`src/rtl/stock_dir_pckg.sv`:
```
// Shared ITCH 5.0 constants for the message parser: type codes, body lengths,
// field byte offsets within the body, and the framing FSM state type.
package stock_dir_pckg;

  typedef enum logic [1:0] {
    LEN_HI = 2'd0,
    LEN_LO = 2'd1,
    BODY   = 2'd2
  } parse_state_t;

  localparam logic [7:0] TYPE_ADD      = 8'h41;  // 'A'
  localparam logic [7:0] TYPE_ADD_MPID = 8'h46;  // 'F'
  localparam logic [7:0] TYPE_DELETE   = 8'h44;  // 'D'
  localparam logic [7:0] TYPE_EXEC     = 8'h45;  // 'E'
  localparam logic [7:0] TYPE_CANCEL   = 8'h58;  // 'X'

  localparam logic [15:0] LEN_ADD      = 16'd36;
  localparam logic [15:0] LEN_ADD_MPID = 16'd40;
  localparam logic [15:0] LEN_DELETE   = 16'd19;
  localparam logic [15:0] LEN_EXEC     = 16'd31;
  localparam logic [15:0] LEN_CANCEL   = 16'd23;

  localparam logic [15:0] OFF_TYPE    = 16'd0;
  localparam logic [15:0] OFF_LOC_LO  = 16'd1;
  localparam logic [15:0] OFF_LOC_HI  = 16'd2;
  localparam logic [15:0] OFF_REF_LO  = 16'd11;
  localparam logic [15:0] OFF_REF_HI  = 16'd18;
  localparam logic [15:0] OFF_BS      = 16'd19;
  localparam logic [15:0] OFF_SH_LO   = 16'd20;
  localparam logic [15:0] OFF_SH_HI   = 16'd23;
  localparam logic [15:0] OFF_PX_LO   = 16'd32;
  localparam logic [15:0] OFF_PX_HI   = 16'd35;
  localparam logic [15:0] OFF_XSH_LO  = 16'd19;
  localparam logic [15:0] OFF_XSH_HI  = 16'd22;

  // Zero means "type not supported".
  function automatic logic [15:0] expected_len(input logic [7:0] msg_type);
    case (msg_type)
      TYPE_ADD:      return LEN_ADD;
      TYPE_ADD_MPID: return LEN_ADD_MPID;
      TYPE_DELETE:   return LEN_DELETE;
      TYPE_EXEC:     return LEN_EXEC;
      TYPE_CANCEL:   return LEN_CANCEL;
      default:       return 16'd0;
    endcase
  endfunction

  function automatic logic in_field(input logic [15:0] idx, input logic [15:0] lo,
                                    input logic [15:0] hi);
    return (idx >= lo) && (idx <= hi);
  endfunction

endpackage

```
`src/rtl/itch_msg_parser.sv`:
```
// Length-prefixed ITCH 5.0 parser decoding A/F/D/E/X; results one cycle after the last byte.
// No backpressure: one byte per in_valid cycle. Optional locate filter: STOCK_FILTER_EN.
import stock_dir_pckg::*;

module itch_msg_parser #(
  parameter logic [15:0] TARGET_LOCATE = 16'd1
) (
  input  logic        clk,
  input  logic        reset,
  input  logic        in_valid,
  input  logic [7:0]  in_byte,
  output logic        new_instr,
  output logic [7:0]  message_type,
  output logic [7:0]  buy_sell_indicator,
  output logic [63:0] order_id,
  output logic [31:0] quantity,
  output logic [31:0] price,
  output logic [15:0] stock_locate,
  output logic        len_err
);

  parse_state_t state, state_nxt;
  logic [7:0]   len_hi, len_hi_nxt;
  logic [15:0]  msg_len, msg_len_nxt;
  logic [15:0]  cnt, cnt_nxt;

  // Field shift registers; shifted only while the counter is inside the field.
  logic [7:0]   type_sr, type_nxt;
  logic [15:0]  loc_sr, loc_nxt;
  logic [63:0]  ref_sr, ref_nxt;
  logic [7:0]   bs_sr, bs_nxt;
  logic [31:0]  sh_sr, sh_nxt;
  logic [31:0]  px_sr, px_nxt;
  logic [31:0]  xsh_sr, xsh_nxt;

  logic         last;
  logic [15:0]  exp_len;
  logic         known, len_ok, is_af, is_ex, filter_pass, emit, err;

  always_ff @(posedge clk or negedge reset) begin
    if (!reset) begin
      state   <= LEN_HI;
      len_hi  <= '0;
      msg_len <= '0;
      cnt     <= '0;
      type_sr <= '0;
      loc_sr  <= '0;
      ref_sr  <= '0;
      bs_sr   <= '0;
      sh_sr   <= '0;
      px_sr   <= '0;
      xsh_sr  <= '0;
    end else begin
      state   <= state_nxt;
      len_hi  <= len_hi_nxt;
      msg_len <= msg_len_nxt;
      cnt     <= cnt_nxt;
      type_sr <= type_nxt;
      loc_sr  <= loc_nxt;
      ref_sr  <= ref_nxt;
      bs_sr   <= bs_nxt;
      sh_sr   <= sh_nxt;
      px_sr   <= px_nxt;
      xsh_sr  <= xsh_nxt;
    end
  end

  always_comb begin
    state_nxt   = state;
    len_hi_nxt  = len_hi;
    msg_len_nxt = msg_len;
    cnt_nxt     = cnt;
    type_nxt    = type_sr;
    loc_nxt     = loc_sr;
    ref_nxt     = ref_sr;
    bs_nxt      = bs_sr;
    sh_nxt      = sh_sr;
    px_nxt      = px_sr;
    xsh_nxt     = xsh_sr;
    last        = 1'b0;
    if (in_valid) begin
      case (state)
        LEN_HI: begin
          len_hi_nxt = in_byte;
          state_nxt  = LEN_LO;
        end
        LEN_LO: begin
          msg_len_nxt = {len_hi, in_byte};
          cnt_nxt     = '0;
          state_nxt   = ({len_hi, in_byte} != 16'd0) ? BODY : LEN_HI;
        end
        BODY: begin
          if (cnt == OFF_TYPE)                       type_nxt = in_byte;
          if (in_field(cnt, OFF_LOC_LO, OFF_LOC_HI)) loc_nxt  = {loc_sr[7:0], in_byte};
          if (in_field(cnt, OFF_REF_LO, OFF_REF_HI)) ref_nxt  = {ref_sr[55:0], in_byte};
          if (cnt == OFF_BS)                         bs_nxt   = in_byte;
          if (in_field(cnt, OFF_SH_LO, OFF_SH_HI))   sh_nxt   = {sh_sr[23:0], in_byte};
          if (in_field(cnt, OFF_PX_LO, OFF_PX_HI))   px_nxt   = {px_sr[23:0], in_byte};
          if (in_field(cnt, OFF_XSH_LO, OFF_XSH_HI)) xsh_nxt  = {xsh_sr[23:0], in_byte};
          if (cnt == msg_len - 16'd1) begin
            last      = 1'b1;
            cnt_nxt   = '0;
            state_nxt = LEN_HI;
          end else begin
            cnt_nxt = cnt + 16'd1;
          end
        end
        default: state_nxt = LEN_HI;
      endcase
    end
  end

  // Decode uses the *_nxt views so a field ending on the final byte is complete.
  always_comb begin
    exp_len = expected_len(type_nxt);
    known   = (exp_len != 16'd0);
    len_ok  = (msg_len == exp_len);
    is_af   = (type_nxt == TYPE_ADD) || (type_nxt == TYPE_ADD_MPID);
    is_ex   = (type_nxt == TYPE_EXEC) || (type_nxt == TYPE_CANCEL);
  end

`ifdef STOCK_FILTER_EN
  assign filter_pass = (loc_nxt == TARGET_LOCATE);
`else
  logic unused_target;
  assign unused_target = &{1'b0, TARGET_LOCATE};
  assign filter_pass   = 1'b1;
`endif

  assign emit = last && known && len_ok && filter_pass;
  assign err  = last && known && !len_ok;

  always_ff @(posedge clk or negedge reset) begin
    if (!reset) begin
      new_instr          <= 1'b0;
      len_err            <= 1'b0;
      message_type       <= '0;
      buy_sell_indicator <= '0;
      order_id           <= '0;
      quantity           <= '0;
      price              <= '0;
      stock_locate       <= '0;
    end else begin
      new_instr <= emit;
      len_err   <= err;
      if (emit) begin
        message_type       <= type_nxt;
        buy_sell_indicator <= is_af ? bs_nxt : 8'h00;
        order_id           <= ref_nxt;
        quantity           <= is_af ? sh_nxt : (is_ex ? xsh_nxt : 32'd0);
        price              <= is_af ? px_nxt : 32'd0;
        stock_locate       <= loc_nxt;
      end
    end
  end

endmodule
```
`config.mk`:
```
export PLATFORM = sky130hd
export DESIGN_NAME = itch_msg_parser
export DESIGN_NICKNAME = d
export VERILOG_FILES = /design/src/rtl/stock_dir_pckg.sv /design/src/rtl/itch_msg_parser.sv
export SDC_FILE = /design/constraint.sdc
export NUM_CORES = 1
export LEC_CHECK = 0
export BUFFER_PORTS_ARGS = -buffer_cell sky130_fd_sc_hd__buf_2
export CAP_MARGIN = 20
export CORE_ASPECT_RATIO = 1.2
export CORE_UTILIZATION = 45
export DETAILED_ROUTE_END_ITERATION = 7
export HOLD_SLACK_MARGIN = 0.15
export SYNTH_ARGS = -nofsm -noshare
export SYNTH_HDL_FRONTEND = slang
export SYNTH_SLANG_ARGS = --single-unit
export TNS_END_PERCENT = 20
```
`constraint.sdc`:
```
create_clock -name clk -period 4.05 [get_ports clk]
set_clock_uncertainty 0.05 [all_clocks]
set_input_delay 0.405 -clock clk [delete_from_list [all_inputs] [get_ports clk]]
set_output_delay 0.405 -clock clk [all_outputs]
set_load 0.02 [all_outputs]
```
==> results.cfg, run 1 <==
[final_layout]
nets = 1478
fill_cells = 3097
multi_input_area_mm2 = 0.00606
regArea_mm2 = 0.00991
area_growth_syn_to_layout_pct = 17.7
antennaDiodeCount = 0
drive_gt1_share_pct = 30.7

[critical_path]
critical_path.max_stage_delay_ns = 0.62
worstSetupEndpointType = register
cp.required_ns = 4.42
cp.arrival_ns = 4.25
startpoint_type = register
cp_max_fo = 32
cp.depth = 10
cp_cell_sequence = or4_1, or4_4, nor2_4, buf_4, nor4b_1, o311a_1, o2111ai_4, buf_12, buf_12, mux2_2
critical-path-slowest-cell = or4_1
cp_common_cell = buf_12
path_class = reg2reg
cp_top_family = simple AND/OR/NAND/NOR gates
reg2reg_depth = 10
worst-path-buf-inv = 3

[power_and_ir_drop]
cellLeakagePower_nw = 11.5
cellPowerDensity_mw_per_mm2 = 524
ir_drop_mv = 0.371

[die]
pin_count = 173
start_util_pct = 46.0
dieArea_mm2 = 0.0377
die_w_um = 177
core_area_mm2 = 0.0361
die_h_um = 213
num_rows = 76

[drt]
num_vias = 10000
dr.pass1.iters = 4
drt-initial-drc-count = 486
routedWlPerCell_um = 18.5
drc = 0
ant_nets = 0
drt-total-wl_mm = 36.1
via_per_inst = 5.12

[clock_tree]
clock-sinks = 396
cts_root_buf = clkbuf_16
clk_latency_ns = 0.53
numCtsBuffers = 41
clock_tree.buffer_depth = 3
htree_levels = 2
cts_tree = built
cts.clk_slew.worst_paths_ns = 0.06

[yosys]
synth.most_common_cell = dfrtp_1
synth_area_mm2 = 0.0166
synthSimpleGateAreaFrac_pct = 6.11
yosys-top-cells-count = dfrtp_1 (396), mux2_2 (160), inv_1 (110), mux2i_1 (107), mux2_1 (104)
yosys.area_share.xor_xnor_pct = 1.74
synth_area_leaders = dfrtp_1 (60%), mux2_2 (11%), mux2_1 (7.0%)
synth_cell_types = 57
synth_nets = 1288
synth_top_family_by_area = multiplexers
synth_top_area_share_pct = 59.6
synth_warnings = 0
avgSynthCellArea_um2 = 13.1
muxShareOfSynthArea_pct = 24.3
synth_top_cell_by_area = dfrtp_1
synth-seq-cells = 396
synth-compound-area-share_pct = 3.25
synth_edf_count = 0
async_reset_ff_share_pct = 100
synth_ff_type = dfrtp_1
synthCells = 1269
yosys.area_share.adder_pct = 0.602
yosysSeqAreaShare_pct = 59.6

[sta]
max_freq_mhz = 258
period_share_pct = 95.8
hold_ws_ns = 0.233
setup_violations = 0
min_period_ns = 3.88
setup-tns-final_ns = 0
hold_viol = 0
rsz0062_at_grt = false
slew_headroom_pct = 39.1
slew_violations = 0
tightest_slew_ns = 0.913

[placed_design]
io_buffers = 172
hpwl_mm = 23.9
gp_congestion = 0.894

[min_path]
hp-class = in2reg
holdPathStages = 3

[global_routing]
grt_pass1_wl_mm = 58.2
grt_usage_pct = 19.8
grt_max_degree = 111
grt_pass1_vias = 10300
grt.overflow.total = 0
antenna_found_initial = 1

[status]
status = completed

[run]
max-cap-violations = 0
area by class of cell:
type                       instances  share of cell area (%)
clock buffer                      63                    6.38
clock inverter                     8                   0.268
tap                              468                    2.99
inverter                         110                    2.11
multi-input combinational        694                    31.0
sequential                       396                    50.6
timing repair buffer             216                    6.66
power by group:
group | total, W | switching, W | internal [W] | leakage [nW]
clock | 0.00362 | 0.00151 | 0.00212 | 0.640
combinational | 0.00165 | 0.000866 | 0.000783 | 5.46
sequential | 0.00497 | 0.000381 | 0.00459 | 5.38
total | 0.0102 | 0.00275 | 0.00749 | 11.5
worst reg2reg max path, cell delays in order, from the launching register on:
cell	delay [ns]
dfrtp_1	0.44
or4_1	0.62
or4_4	0.57
nor2_4	0.22
buf_4	0.21
nor4b_1	0.07
o311a_1	0.43
o2111ai_4	0.35
buf_12	0.22
buf_12	0.22
mux2_2	0.38
cells by family after synthesis:
logic type | count (synthesis)
flops | 396
mux | 371
simple gates | 202
buf+inv | 179
compound gates | 80
xor+xnor | 33
fa+ha+maj | 8
placed cells by master, fill, tap and decap left out, types with 4 or more instances in the layout:
master and n:
a21oi_1 5, and2_1 4, and3_1 4, buf_12 8, buf_2 171, buf_4 35
clkbuf_1 8, clkbuf_16 41, clkbuf_8 14, clkinv_2 4, dfrtp_1 396, ha_1 8
inv_1 110, mux2_1 104, mux2_2 160, mux2i_1 107, nand2_1 46, nand2b_1 4
nand3_1 14, nand4_1 4, nor2_1 63, nor2b_1 4, nor3_1 13, nor3b_1 5
nor4_1 11, o211ai_1 5, o21ai_0 11, o22ai_1 33, o31ai_1 4, or4_1 5
xnor2_1 13, xor2_1 20
repair_timing:
action                     CTS  global route
buffers inserted             0             4
gates resized for setup      0             4
hold buffers                 1             0
setup endpoints to repair    0            78
hold endpoints to repair   107             0
per-stage QoR:
step / util, % / worst slack, ns / total power [W] / cell area [um^2] / std cells
after CTS: 54.0 / 0.141 / 0.0104 / 19500 / 1951
after detailed placement: 50.4 / 0.159 / 0.00671 / 18200 / 1879
final: 54.2 / 0.168 / 0.0102 / 19600 / 1955
after global routing: 54.2 / 0.0379 / 0.0108 / 19600 / 1955
after floorplan: - / 0.495 / 0.00618 / 16600 / 1269
after global placement: 50.4 / 0.208 / 0.00665 / 18200 / 1879
flip-flops by register name, summed over array words and instances, names as in the netlist, 16 cells and up:
name and count:
px_sr 32, xsh_sr 32, sh_sr 32, ref_sr 64, cnt 16, quantity 32
price 32, order_id 64, stock_locate 16, msg_len 16, loc_sr 16
per-layer routing:
| metal | global-route usage, % | wire, um |
|---|---|---|
| met5 | 0 | 0 |
| met4 | 5.60 | 770 |
| met3 | 5.99 | 2430 |
| met2 | 31.3 | 17100 |
| met1 | 26.5 | 15800 |
final timing paths:
path | slack, ns | end | from
setup / recovery | 0.17 | order_id[14]$_DFFE_PN0P_ | cnt[7]$_DFFE_PN0P_
hold / removal | 0.23 | state[1]$_DFFE_PN0P_ | in_valid
setup reg to reg | 0.17 | order_id[14]$_DFFE_PN0P_ | cnt[7]$_DFFE_PN0P_
hold reg to reg | 0.41 | type_sr[6]$_DFF_PN0_ | type_sr[6]$_DFF_PN0_
max in group asynchronous | 2.38 | price[12]$_DFFE_PN0P_ | reset
min in group asynchronous | 0.50 | bs_sr[4]$_DFF_PN0_ | reset
(Power assumes the default switching activity.)
==> run 2, diff against run 1 <==
Settings changed: ABC_AREA set to 1, CORE_MARGIN set to 2.
==> run 2 against run 1 <==
  * Via count grew 35%
  * Register-to-register slack improved by 0.14 ns
  * Global-route usage rose by 2.1 points
  * Fmax increased by 3.6%
  * Hold slack worse by 0.054 ns
==> results.cfg, run 2 <==
[placed_design]
gp_congestion = 0.880
dp.cells = 2550
io_buffers = 172
dpl_cell_area_mm2 = 0.0186
hpwl_mm = 27.2

[critical_path]
critical_path.max_stage_delay_ns = 0.56
path_class = reg2reg
startpoint_type = register
r2r_slack_ns = 0.30
startpoint = msg_len[0]$_DFFE_PN0P_
cp.arrival_ns = 4.17
r2r-end = order_id[6]$_DFFE_PN0P_
critical-path-slowest-cell = buf_12
cp_max_fo = 157
cp_cell_sequence = inv_1, ha_1, nand3_1, nor3_1, nand3_1, o21ai_0, nand4_1, nor2_1, nand4_1, nor2_4, buf_12, nand4_1, nand2_1
cp.required_ns = 4.48
crit_path_end = order_id[6]$_DFFE_PN0P_
worstReg2RegStart = msg_len[0]$_DFFE_PN0P_
reg2reg_depth = 13
cp_common_cell = nand4_1
worstSetupEndpointType = register

[clock_tree]
clock_tree.buffer_depth = 3
htree_levels = 2
clock-sinks = 396
clk_latency_ns = 0.54
numCtsBuffers = 41
cts.clk_slew.worst_paths_ns = 0.07
cts_tree = built
cts_root_buf = clkbuf_16

[die]
core_area_mm2 = 0.0385
start_util_pct = 45.3
dieArea_mm2 = 0.0404
die_h_um = 220
die_w_um = 184
pin_count = 173
num_rows = 79

[drt]
dr.pass1.iters = 5
num_vias = 13600
via_per_inst = 5.16
drt-total-wl_mm = 43.8
ant_nets = 0
routedWlPerCell_um = 16.7
drc = 0
drt-initial-drc-count = 917

[final_layout]
reg_top3 = order_id: 64 flops, ref_sr: 64 flops
design_area_mm2 = 0.0200
regArea_mm2 = 0.00991
layout_common_cells = nand2_1 (665), dfrtp_1 (396), inv_1 (196), nand4_1 (176), buf_2 (171)
antennaDiodeCount = 0
drive_gt1_share_pct = 14.9
final_common_cell = nand2_1
area_growth_syn_to_layout_pct = 14.4
stdcell_count = 2626
fill_cells = 3705
multi_input_area_mm2 = 0.00619
nets = 2132

[global_routing]
globalRouteMet3Util_pct = 2.99
antenna_found_initial = 0
grt_pass1_vias = 13100
grt_usage_pct = 21.9
grt_pass1_wl_mm = 70.9
grt.overflow.total = 0
grt_busiest_layer = met2
grt_max_degree = 158
met2_usage_pct = 35.7
grt_util_met1_pct = 30.9

[min_path]
hp-class = in2reg

[sta]
tightest_slew_ns = 0.881
max_freq_mhz = 267
hold_viol = 0
setup-tns-final_ns = 0
rsz0062_at_grt = false
setup_violations = 0
slew_headroom_pct = 41.3
slew_violations = 0
period_share_pct = 92.5
min_period_ns = 3.75

[power_and_ir_drop]
ir_drop_mv = 0.342
cellLeakagePower_nw = 10.7
cellPowerDensity_mw_per_mm2 = 498
power_w = 0.00994

[status]
status = completed

[yosys]
synth_warnings = 0
synth_nets = 2010
synth_area_leaders = dfrtp_1 (57%), nand2_1 (14%), nand4_1 (6.3%)
synth-seq-cells = 396
synth_edf_count = 0
synthCells = 1991
yosysSeqAreaShare_pct = 56.8
yosys-top-cells-count = nand2_1 (665), dfrtp_1 (396), inv_1 (196), nand4_1 (176), o21ai_0 (169)
avgSynthCellArea_um2 = 8.76
synth_cell_types = 38
synth_top_area_share_pct = 56.8
async_reset_ff_share_pct = 100
synth_ff_type = dfrtp_1
synth.most_common_cell = nand2_1
synth_area_mm2 = 0.0174
synth_top_cell_by_area = dfrtp_1

[run]
max-cap-violations = 0
==> run 2: cell count changes in the layout (fill, tap and decap cells not counted), moves of 86 or more <==
cell | previous run | this run
inv_1 | 110 | 196
mux2_2 | 160 | 40
o21ai_0 | 11 | 169
nand4_1 | 4 | 176
nand2_1 | 46 | 665
mux2i_1 | 107 | 0
mux2_1 | 104 | 0
==> run 2: how the worst min path moves through the flow <==
| stage | depth (start not counted) | slack (ns) | from | endpoint |
|---|---|---|---|---|
| 2_1_floorplan | 0 | 0.06 | reset | bs_sr[0]$_DFF_PN0_ |
| 3_3_place_gp | 2 | 0.39 | message_type[6]$_DFFE_PN0P_ | message_type[6]$_DFFE_PN0P_ |
| 3_5_place_dp | 2 | 0.40 | message_type[6]$_DFFE_PN0P_ | message_type[6]$_DFFE_PN0P_ |
| 4_1_cts | 3 | 0.15 | in_byte[3] | type_sr[3]$_DFF_PN0_ |
| 5_1_grt | 3 | 0.17 | in_byte[0] | px_sr[0]$_DFF_PN0_ |
| 6_report | 3 | 0.18 | in_byte[0] | px_sr[0]$_DFF_PN0_ |
==> run 2: kinds of logic (layout without fill, tap and decap cells) <==
logic type	Yosys count	in the layout	share of synthesized area, %
XOR/XNOR	34	34	1.71
flip-flops	396	396	56.8
multiplexers	40	40	2.58
buffers and inverters	325	474	7.86
adder cells (fa/ha/maj)	8	8	0.574
AND/OR/NAND/NOR	983	983	24.4
AO/OA/AOI/OAI	205	205	6.09
==> run 2: through the flow <==
| step | worst slack [ns] | utilization (%) | hold slack (ns) |
|---|---|---|---|
| 6_report | 0.304 | 51.8 | 0.179 |
| 5_1_grt | 0.0609 | 51.8 | 0.172 |
| 4_1_cts | 0.265 | 51.7 | 0.151 |
| 3_5_place_dp | 0.278 | 48.3 | 0.400 |
| 3_3_place_gp | 0.380 | 48.3 | 0.391 |
| 2_1_floorplan | 1.35 | - | 0.0594 |
==> run 2: final cells by class <==
| class | count | share of cell area [%] |
|---|---|---|
| clock buffers | 60 | 5.95 |
| multi-input cells | 1270 | 31.0 |
| flip-flops and latches | 396 | 49.6 |
| clock inverters | 10 | 0.445 |
| repair buffers | 202 | 6.11 |
| inverters | 202 | 3.81 |
| well taps | 486 | 3.05 |
==> run 2: timing repair <==
| action | CTS | global route |
|---|---|---|
| gates resized for setup | 0 | 1 |
| endpoints found under the hold margin | 109 | 0 |
| setup buffers | 0 | 0 |
| endpoints found under the setup margin | 0 | 96 |
| hold buffers | 5 | 0 |
==> run 2: critical path: cells and delay by family (launching register included) <==
family	cells	cell delay (ns)
compound gates	1	0.22
fa+ha+maj	1	0.20
flops	1	0.47
buf+inv	2	0.73
simple gates	9	1.89
==> run 2: layer usage <==
metal	up-vias	share of wire, %
met5	-	0
li1	6674	-
met3	69	4.4
met1	6513	45
met2	303	48
met4	0	2.2
==> run 2: power breakdown <==
group          switching, W  internal, W
Clock               0.00154      0.00209
Combinational       0.00116     0.000523
Sequential         0.000273      0.00435
==> run 3, diff against run 2 <==
Settings changed: REMOVE_ABC_BUFFERS set to 1.
==> run 3 against run 2 <==
  * Die area is the same
  * Non-clock buffer count is 7 higher
  * Cell area is 0.71% higher
  * Critical path depth rose by 5
  * Clock power rose by 4%
  * Register-to-register slack better by 0.07 ns
  * Sequential power about the same
==> results.cfg, run 3 (same netlist as run 2, synthesis figures left out) <==
[critical_path]
worstSetupEndpointType = register
path_class = reg2reg
startpoint_type = register
reg2reg_depth = 18
cp.arrival_ns = 4.10
cp.required_ns = 4.47
cp_max_fo = 62

[die]
pin_count = 173
die_h_um = 220
die_w_um = 184
num_rows = 79
core_area_mm2 = 0.0385
dieArea_mm2 = 0.0404
start_util_pct = 45.3

[sta]
min_period_ns = 3.67
hold_viol = 0
tightest_slew_ns = 0.870
slew_headroom_pct = 41.9
period_share_pct = 90.7
final.setup.worst_slack_ns = 0.377
slew_violations = 0
rsz0062_at_grt = false
hold_ws_ns = 0.177
setup-tns-final_ns = 0
max_freq_mhz = 272
setup_violations = 0

[drt]
num_vias = 13500
drt-initial-drc-count = 986
via_per_inst = 5.13
ant_nets = 0
routedWlPerCell_um = 15.8
drc = 0
dr.pass1.iters = 5
drt-total-wl_mm = 41.6

[final_layout]
area_growth_syn_to_layout_pct = 15.2
stdcell_count = 2637
final_common_cell = nand2_1
drive_gt1_share_pct = 15.1
layout_common_cells = nand2_1 (665), dfrtp_1 (396), inv_1 (196), nand4_1 (176), buf_2 (171)
antennaDiodeCount = 0
fin_util_pct = 52.2
nets = 2139
reg_top3 = order_id: 64 flops, ref_sr: 64 flops

[placed_design]
gp_congestion = 0.861
place_ws_ns = 0.361
dp.cells = 2556
io_buffers = 172
hpwl_mm = 25.4

[power_and_ir_drop]
cellLeakagePower_nw = 10.8
cellPowerDensity_mw_per_mm2 = 502
ir_drop_mv = 0.429

[clock_tree]
htree_levels = 2
numCtsBuffers = 41
clk_latency_ns = 0.55
clock-sinks = 396
cts_root_buf = clkbuf_16
cts.clk_slew.worst_paths_ns = 0.06
cts_tree = built
clock_tree.buffer_depth = 3

[min_path]
hp-class = in2reg
holdPathStages = 3

[global_routing]
grt_pass1_wl_mm = 68.2
grt_max_degree = 158
antenna_found_initial = 0
grt_pass1_vias = 13100
grt.overflow.total = 0
grt_usage_pct = 21.0

[run]
max-cap-violations = 0

[status]
status = completed
-- run 3: cell count changes in the layout (fill, tap and decap cells not counted), sizes merged --
cell	delta
buf	+5
bufinv	+1
clkbuf	+7
clkinv	-4
clkinvlp	-1
dlygate4sd3	+2
inv	+1
-- run 3: what timing repair did --
action | 4_1_cts | 5_1_grt
gates resized for setup | 0 | 0
hold buffers | 7 | 0
hold endpoints to repair | 83 | 0
setup buffers | 0 | 0
-- run 3: power by group --
part	total (W)	internal (W)	leakage (nW)	switching, W
clock	0.00378	0.00224	0.661	0.00153
combinational	0.00170	0.000522	4.87	0.00118
sequential	0.00462	0.00435	5.24	0.000270
-- run 3: area by class of cell --
type	count	area (um^2)
Clock buffer	67	1260
Clock inverter	7	88.8
Fill cell	3705	18400
Inverter	202	763
Multi-Input combinational cell	1270	6190
Sequential cell	396	9910
Tap cell	486	608
Timing Repair Buffer	209	1290
-- run 3: worst paths after layout --
path	to	slack, ns	startpoint
worst max-delay path	order_id[44]$_DFFE_PN0P_	0.38	cnt[0]$_DFFE_PN0P_
worst min-delay path	type_sr[6]$_DFF_PN0_	0.18	in_byte[6]
max in group asynchronous	message_type[5]$_DFFE_PN0P_	2.57	reset
worst max register to register	order_id[44]$_DFFE_PN0P_	0.38	cnt[0]$_DFFE_PN0P_
min in group asynchronous	xsh_sr[31]$_DFF_PN0_	0.38	reset
worst min register to register	message_type[6]$_DFFE_PN0P_	0.41	message_type[6]$_DFFE_PN0P_
-- run 3: layer usage --
metal | share of wire, % | up-vias | track usage (%) | routed length [um]
met5 | 0 | - | 0 | 0
met2 | 48 | 248 | 35.5 | 19900
li1 | - | 6668 | - | -
met4 | 2.3 | 0 | 6.13 | 970
met1 | 46 | 6541 | 28.5 | 19200
met3 | 3.7 | 65 | 2.71 | 1540
-- run 3: metrics by stage --
step | power (W) | cell area (um^2)
floorplan | 0.00578 | 16800
global placement | 0.00633 | 18700
detailed placement | 0.00638 | 18700
CTS | 0.0102 | 20100
global route | 0.0107 | 20100
finish | 0.0101 | 20100
-- run 3: critical path: stages (launching register included) --
cell	delay (ns)
dfrtp_1	0.45
inv_1	0.18
ha_1	0.17
nand2_1	0.08
nor2_4	0.31
nand3_1	0.41
nand2_1	0.19
nand2_2	0.08
inv_2	0.07
nand2_1	0.04
nor2_1	0.08
nand2_1	0.11
nand2_1	0.09
xor2_1	0.30
inv_6	0.06
nand3_4	0.11
buf_4	0.58
nand2_1	0.11
nand2_1	0.09
